<file path="src/rtl/dlx_regfile.sv">
// DLX decode-stage integer register file: one write port from writeback, two
// read ports feeding registered A/B operands, with same-cycle write bypass.

module dlx_regfile_rdport #(
    parameter int WIDTH = 32,
    parameter int NREGS = 32
) (
    input  logic [4:0]                   rs,
    input  logic                         wb_write_en,
    input  logic [4:0]                   wb_add_in,
    input  logic [WIDTH-1:0]             wb_data_in,
    input  logic [NREGS-1:0][WIDTH-1:0]  regs,
    output logic [WIDTH-1:0]             rd_val
);
    // R0 wins over the bypass so a discarded write to R0 never leaks through
    always_comb begin
        rd_val = regs[rs];
        if (rs == 5'd0)
            rd_val = '0;
        else if (wb_write_en && (wb_add_in == rs))
            rd_val = wb_data_in;
    end
endmodule

module dlx_regfile #(
    parameter int WIDTH = 32,
    parameter int NREGS = 32
) (
    input  logic              clock2,
    input  logic              reset2,
    input  logic [31:0]       inst_in2,
    input  logic [4:0]        wb_add_in,
    input  logic [WIDTH-1:0]  wb_data_in,
    input  logic              wb_write_en,
    output logic [31:0]       inst_out2,
    output logic [WIDTH-1:0]  reg_a_out,
    output logic [WIDTH-1:0]  reg_b_out
);
    localparam int NRD = 2;

    logic [NREGS-1:0][WIDTH-1:0] regs;
    logic [NRD-1:0][4:0]         rs;
    logic [NRD-1:0][WIDTH-1:0]   rd_val;

    assign rs[0] = inst_in2[25:21];
    assign rs[1] = inst_in2[20:16];

    for (genvar p = 0; p < NRD; p++) begin : g_rd
        dlx_regfile_rdport #(.WIDTH(WIDTH), .NREGS(NREGS)) u_rd (
            .rs          (rs[p]),
            .wb_write_en (wb_write_en),
            .wb_add_in   (wb_add_in),
            .wb_data_in  (wb_data_in),
            .regs        (regs),
            .rd_val      (rd_val[p])
        );
    end

    // Entry 0 is cleared by reset and never written, so it stays zero
    always_ff @(posedge clock2 or negedge reset2) begin
        if (!reset2) begin
            regs <= '0;
        end else begin
            for (int i = 1; i < NREGS; i++)
                if (wb_write_en && (wb_add_in == 5'(i)))
                    regs[i] <= wb_data_in;
        end
    end

    always_ff @(posedge clock2 or negedge reset2) begin
        if (!reset2) begin
            inst_out2 <= '0;
            reg_a_out <= '0;
            reg_b_out <= '0;
        end else begin
            inst_out2 <= inst_in2;
            reg_a_out <= rd_val[0];
            reg_b_out <= rd_val[1];
        end
    end

    wb_en_known: assert property (@(posedge clock2) disable iff (!reset2) !$isunknown(wb_write_en))
        else $error("wb_write_en is X/Z");
endmodule
</file>
<file path="config.mk">
export PLATFORM = sky130hd
export DESIGN_NAME = dlx_regfile
export DESIGN_NICKNAME = d
export VERILOG_FILES = /design/src/rtl/dlx_regfile.sv
export SDC_FILE = /design/constraint.sdc
export NUM_CORES = 2
export LEC_CHECK = 0
export ABC_AREA = 1
export CAP_MARGIN = 20
export CELL_PAD_IN_SITES_DETAIL_PLACEMENT = 1
export CELL_PAD_IN_SITES_GLOBAL_PLACEMENT = 2
export CORE_AREA = 2 2 417 419
export CTS_CLUSTER_SIZE = 25
export DETAILED_ROUTE_END_ITERATION = 6
export DIE_AREA = 0 0 419 421
export PLACE_DENSITY_LB_ADDON = 0.25
export SLEW_MARGIN = 5
export SYNTH_ARGS = -nofsm -noshare
export SYNTH_HDL_FRONTEND = slang
export SYNTH_SLANG_ARGS = --single-unit
export TNS_END_PERCENT = 20
</file>
<file path="constraint.sdc">
create_clock -name clock2 -period 2.33 [get_ports clock2]
set_clock_uncertainty 0.2 [all_clocks]
set_input_delay 0.3495 -clock clock2 [delete_from_list [all_inputs] [get_ports clock2]]
set_output_delay 0.3495 -clock clock2 [all_outputs]
set_load 0.02 [all_outputs]
</file>
Yosys cells after proc, flatten, opt, wreduce, memory -nomap -nowiden
Cells that the tools add are included.
{"block": "word_totals", "reg_bits": 1088, "latch_bits": 0, "ram_bits": 0, "rom_bits": 0, "inputBits": 72, "output_inout_bits": 96, "wordCells": 112, "mem_count": 0}
{"block": "op_classes", "add_sub_neg": 0, "multipliers": 0, "n_div": 0, "n_lt_le_gt_ge": 2, "n_eq_ne": 33, "n_shift": 0, "n_mux": 8, "bitwise_logic": 0, "reduce_logical": 35}
{"operator": "binary-select mux 32 bit (select 5 bit)", "count": 2}
{"operator": "2-to-1 mux 32 bit", "count": 6}
{"operator": "== test 5 bit (second input constant)", "count": 16}
{"operator": "== test 5 x 4 -> 1 bit (second input constant)", "count": 8}
{"operator": "logical AND 1 bit", "count": 33}
{"operator": "== test 5 x 3 -> 1 bit (second input constant)", "count": 4}
{"operator": "less-than comparator 5 x 6 -> 1 bit (second input constant)", "count": 2}
{"operator": "== test 5 x 2 -> 1 bit (second input constant)", "count": 2}
{"operator": "== test 5 bit", "count": 2}
{"operator": "logical NOT 5 bit", "count": 2}
{"operator": "== test 5 x 1 -> 1 bit (second input constant)", "count": 1}

Logic depth before layout (Yosys ltp)
{"block": "depth", "ltp_word": 4, "ltp_mapped": 13, "ltp_nobuf": 11}

Cells and area by module
A second synthesis with hierarchy kept.
{"block": "unflattened", "hier_cells": 10421, "hier_area_um2": 66897.9}
{"module": "dlx_regfile", "instances": 1, "cells_per_inst": 4549, "area_per_inst_um2": 41971.5, "seq_area_each_um2": 27226.1}
{"module": "dlx_regfile_rdport", "instances": 2, "cells_per_inst": 2936, "area_per_inst_um2": 12463.2, "seq_area_each_um2": 0.0}

Worst setup path before layout
Ideal clock, no wire load.
{"block": "synth_timing", "path_type": "input port to flip-flop", "startpoint": "input inst_in2[17]", "endpoint": "register reg_b_out[11]", "setup_ns": 0.113, "arrival_ns": 1.420, "required_time_ns": 2.017, "path_slack_ns": 0.598, "stages": 11, "n_path_buf": 3, "cell_sequence": "buf_2 nor2_2 buf_4 buf_2 nand2_1 nand3_1 nand3_1 nand3_1 nand3_1 nand2_1 inv_1"}
{"block": "synth_via", "elab_chain_cells": 4, "elab_cells_between_ends": 7, "classes_between": "eq/ne: 1; mux: 4; reduce/logical: 2"}
{"element": "start: declaration", "line": "31", "source": "input logic [31:0] inst_in2,"}
{"element": "binary-select mux 32 bit (select 5 bit) / == test 5 bit (equally long branches)", "line": "17, 20"}
{"element": "2-to-1 mux 32 bit (implied by the code) / logical AND 1 bit (equally long branches)", "line": "17, 20"}
{"element": "2-to-1 mux 32 bit", "line": "20", "source": "else if (wb_write_en && (wb_add_in == rs))"}
{"element": "2-to-1 mux 32 bit (*)", "line": "18", "source": "if (rs == 5'd0)"}
{"element": "net g_rd[1].u_rd.rd_val[11]", "line": "13", "source": "output logic [WIDTH-1:0] rd_val"}
{"element": "end signal: assignment", "line": "78", "source": "reg_b_out <= rd_val[1];"}
{"element": "end: declaration", "line": "37", "source": "output logic [WIDTH-1:0] reg_b_out"}
The timed path passes the listed nets; every way through them passes the cells marked *. The select of a mux whose other input is x is not followed.
A chain may end at the register's enable or synchronous reset.

Worst setup path after layout
{"block": "layout_timing", "startpoint": "register reg_a_out[1]", "endpoint": "output reg_a_out[1]"}
{"element": "start: declaration", "line": "36", "source": "output logic [WIDTH-1:0] reg_a_out,"}
{"element": "start signal: assignment", "line": "77", "source": "reg_a_out <= rd_val[0];"}
No word-level cell between the ends.

==> flow_metrics.py <==
metrics = {
    "pwr": {
        "leakage_uw": 0.0356,
        "p_total_uw": 59900,
        "power_density_mw_per_mm2": 817,
        "ir_drop_mv": 0.788,
    },
    "yosys": {
        "synthCells": 8573,
        "muxShareOfSynthArea_pct": 0,
        "synth_fa_ha_area_share_pct": 0,
        "ys_seq_area_share_pct": 45.5,
        "synth_warnings": 32,
        "synth_top_area_share_pct": 45.5,
        "synth_xor_area_share_pct": 0.0439,
        "yosys.area_share.simple_pct": 30.8,
        "ys_ff_latch": 1088,
        "synth_top_family_by_area": "simple AND/OR/NAND/NOR gates",
        "post_synth_num_cell_types": 26,
        "netlist_area_mm2": 0.0599,
        "yosysTopAreaCell": "dfrtp_1",
        "synth_area_per_cell_um2": 6.98,
        "synth.area.top_cells": "dfrtp_1 (45%), nand2_1 (18%), nand3_1 (9.7%), o21ai_0 (9.0%), inv_1 (4.7%)",
        "synth-compound-area-share_pct": 13.6,
        "synth_fp_nets": 8645,
    },
    "worst_setup_path": {
        "crit_buf_inv": 1,
        "crit_chain": "dlygate4sd2_1",
        "timing.rr.end": "reg_b_out[15]",
        "r2r_start": "regs[655]",
        "reg2reg_depth": 8,
        "cp.required_ns": 1.78,
        "critPathArrivalTime_ns": 1.78,
        "critPathCaptureType": "output pin",
        "worstSetupStartpointType": "register",
        "cpPeakStageDelay_ns": 0.49,
        "path_max_fanout": 1,
        "path_delay_family": "flip-flops",
        "r2r_setup_slack_ns": 0.55,
        "crit_path_top_delay_cell": "dfrtp_1",
        "crit_type": "register to output pin",
    },
    "finish": {
        "multi_input_area_mm2": 0.0269,
        "synthToLayoutAreaGrowth_pct": 22.5,
        "postLayoutCellArea_mm2": 0.0733,
        "num-fill-cells": 21200,
        "layout.nets": 8779,
        "regArea_mm2": 0.0272,
        "drive_gt1_share_pct": 9.22,
        "fin_cells": 11200,
        "final_cell_mix": "nand2_1 (2831), nand3_1 (1153), dfrtp_1 (1085)",
        "final_common_cell": "nand2_1",
    },
    "floorplanning": {
        "die_x_um": 419,
        "initial_core_util_pct": 34.7,
        "core_region_area_mm2": 0.172,
        "io_pins": 168,
        "die_area_mm2": 0.176,
        "rows": 153,
        "die_h_um": 421,
    },
    "sta": {
        "rsz0062_at_grt": "no",
        "hold_violations": 0,
        "min_period_over_period_pct": 100,
        "finalMaxSlewViolations": 0,
        "max-slew-margin-rel_pct": 56.0,
        "period_minus_slack_ns": 2.33,
        "setup_viol": 0,
        "tightest_slew_ns": 0.661,
        "whs_ns": 0.0583,
        "max_freq_ghz": 0.429,
    },
    "hold_path": {
        "hold_depth": 3,
        "min_to": "reg_b_out[29]",
        "hp-start": "wb_data_in[29]",
        "hp-class": "input pin to register",
    },
    "cts": {
        "cts.sinks": 1088,
        "root_buffer": "clkbuf_16",
        "cts_buffers": 138,
        "clk_path_buf_depth": 3,
        "clock_latency_ns": 0.81,
        "htreeDepth": 4,
        "cts_tree": "yes",
        "cts.clk_slew.worst_paths_ns": 0.06,
    },
    "placed_design": {
        "dp.cells": 10900,
        "dpl_cell_area_mm2": 0.0683,
        "place.gp.congestion": 0.871,
        "dp.final_hpwl_mm": 188,
        "io_buffers": 167,
    },
    "global_routing": {
        "grt_usage_pct": 33.2,
        "antenna_found_initial": 5,
        "overflow": 0,
        "grt_pass1_wl_mm": 437,
        "grt_pass1_vias": 63100,
        "grt_max_degree": 98,
    },
    "detailed_routing": {
        "wl_mm": 294,
        "dr.pass1.iters": 6,
        "drt_iter0_markers": 5749,
        "wl_per_cell_um": 26.4,
        "post-route-drc-count": 0,
        "postRouteAntennaNets": 0,
        "vias_per_cell": 5.53,
        "num_vias": 61600,
    },
    "outcome": {
        "status": "finished, final reports clean",
    },
    "flow_run": {
        "drv_cap": 0,
    },
}
-- routing by layer --
layer / part of all wire (%) / up-vias / track usage, %
li1: - / 27700 / -
met1: 43 / 31300 / 44.2
met2: 47 / 1994 / 54.1
met3: 5.5 / 576 / 4.28
met4: 4.7 / 6 / 14.1
met5: 0.015 / - / 0
-- synth_stat cells --
cell type	count
nand3_2	2
a21oi_1	239
buf_4	39
inv_1	742
nand4_1	20
nor2_4	2
inv_4	1
nor2_1	409
xor2_1	3
buf_6	5
buf_1	34
buf_2	264
clkbuf_1	364
nor3_2	1
nor2_2	3
inv_2	10
o21ai_1	30
and3_1	1
nand3_1	1158
o22ai_1	4
o21ai_0	1079
nand2_1	2857
dfrtp_1	1088
a31oi_1	12
or2_2	32
o211ai_1	174
-- power breakdown --
group | internal, uW | switching (uW) | total, uW
clock network | 13500 | 9110 | 22700
logic | 4510 | 7870 | 12400
registers | 22300 | 2590 | 24900
total | 40300 | 19600 | 59900
-- repair_timing --
action                                  4_1_cts  5_1_grt
gates cloned                                  0        0
endpoints found under the setup margin       52        5
hold endpoints to repair                    996        0
pin swaps                                     0        1
resized for setup                            57        5
hold buffers                                 34        0
buffers inserted                              0        2
-- area by class of cell --
class | instances | area share, %
flip-flops and latches | 1088 | 37.1
multi-input cells | 6026 | 36.7
repair buffers | 700 | 11.8
clock buffers | 216 | 5.76
well taps | 2325 | 3.97
inverters | 753 | 3.93
clock inverters | 35 | 0.640
diodes | 7 | 0.0239
-- how the worst max path moves through the flow --
stage,from,to,cells after the start
after floorplan,inst_in2[17],reg_b_out[11],11
after global placement,wb_add_in[0],regs[371],7
after detailed placement,wb_add_in[0],regs[380],7
after CTS,reg_a_out[29],reg_a_out[29],1
after global routing,inst_out2[29],inst_out2[29],1
final,reg_a_out[1],reg_a_out[1],1
-- registers in the layout, summed over array words and instances (netlist names) --
signal     count
regs         992
reg_a_out     32
reg_b_out     32
inst_out2     32
-- logic make-up (layout without fill, tap and decap cells) --
group,count (synthesis),in the layout
xor gates and xnor gates,3,3
DFF,1088,1088
AOI/OAI and AO/OA,1538,1538
buffers and inverters,1459,1704
other,0,7
and+or+nand+nor,4485,4485
-- metrics by stage --
stage               setup slack, ns  util [%]  TNS, ns
floorplan                     0.598         -        0
global placement             -0.243      39.6   -39.37
detailed placement           -0.299      39.6   -59.00
CTS                        0.000164      42.5        0
global route                0.00334      42.5        0
finish                    0.0000365      42.5        0
No activity file was read; power rests on OpenSTA's default activity.
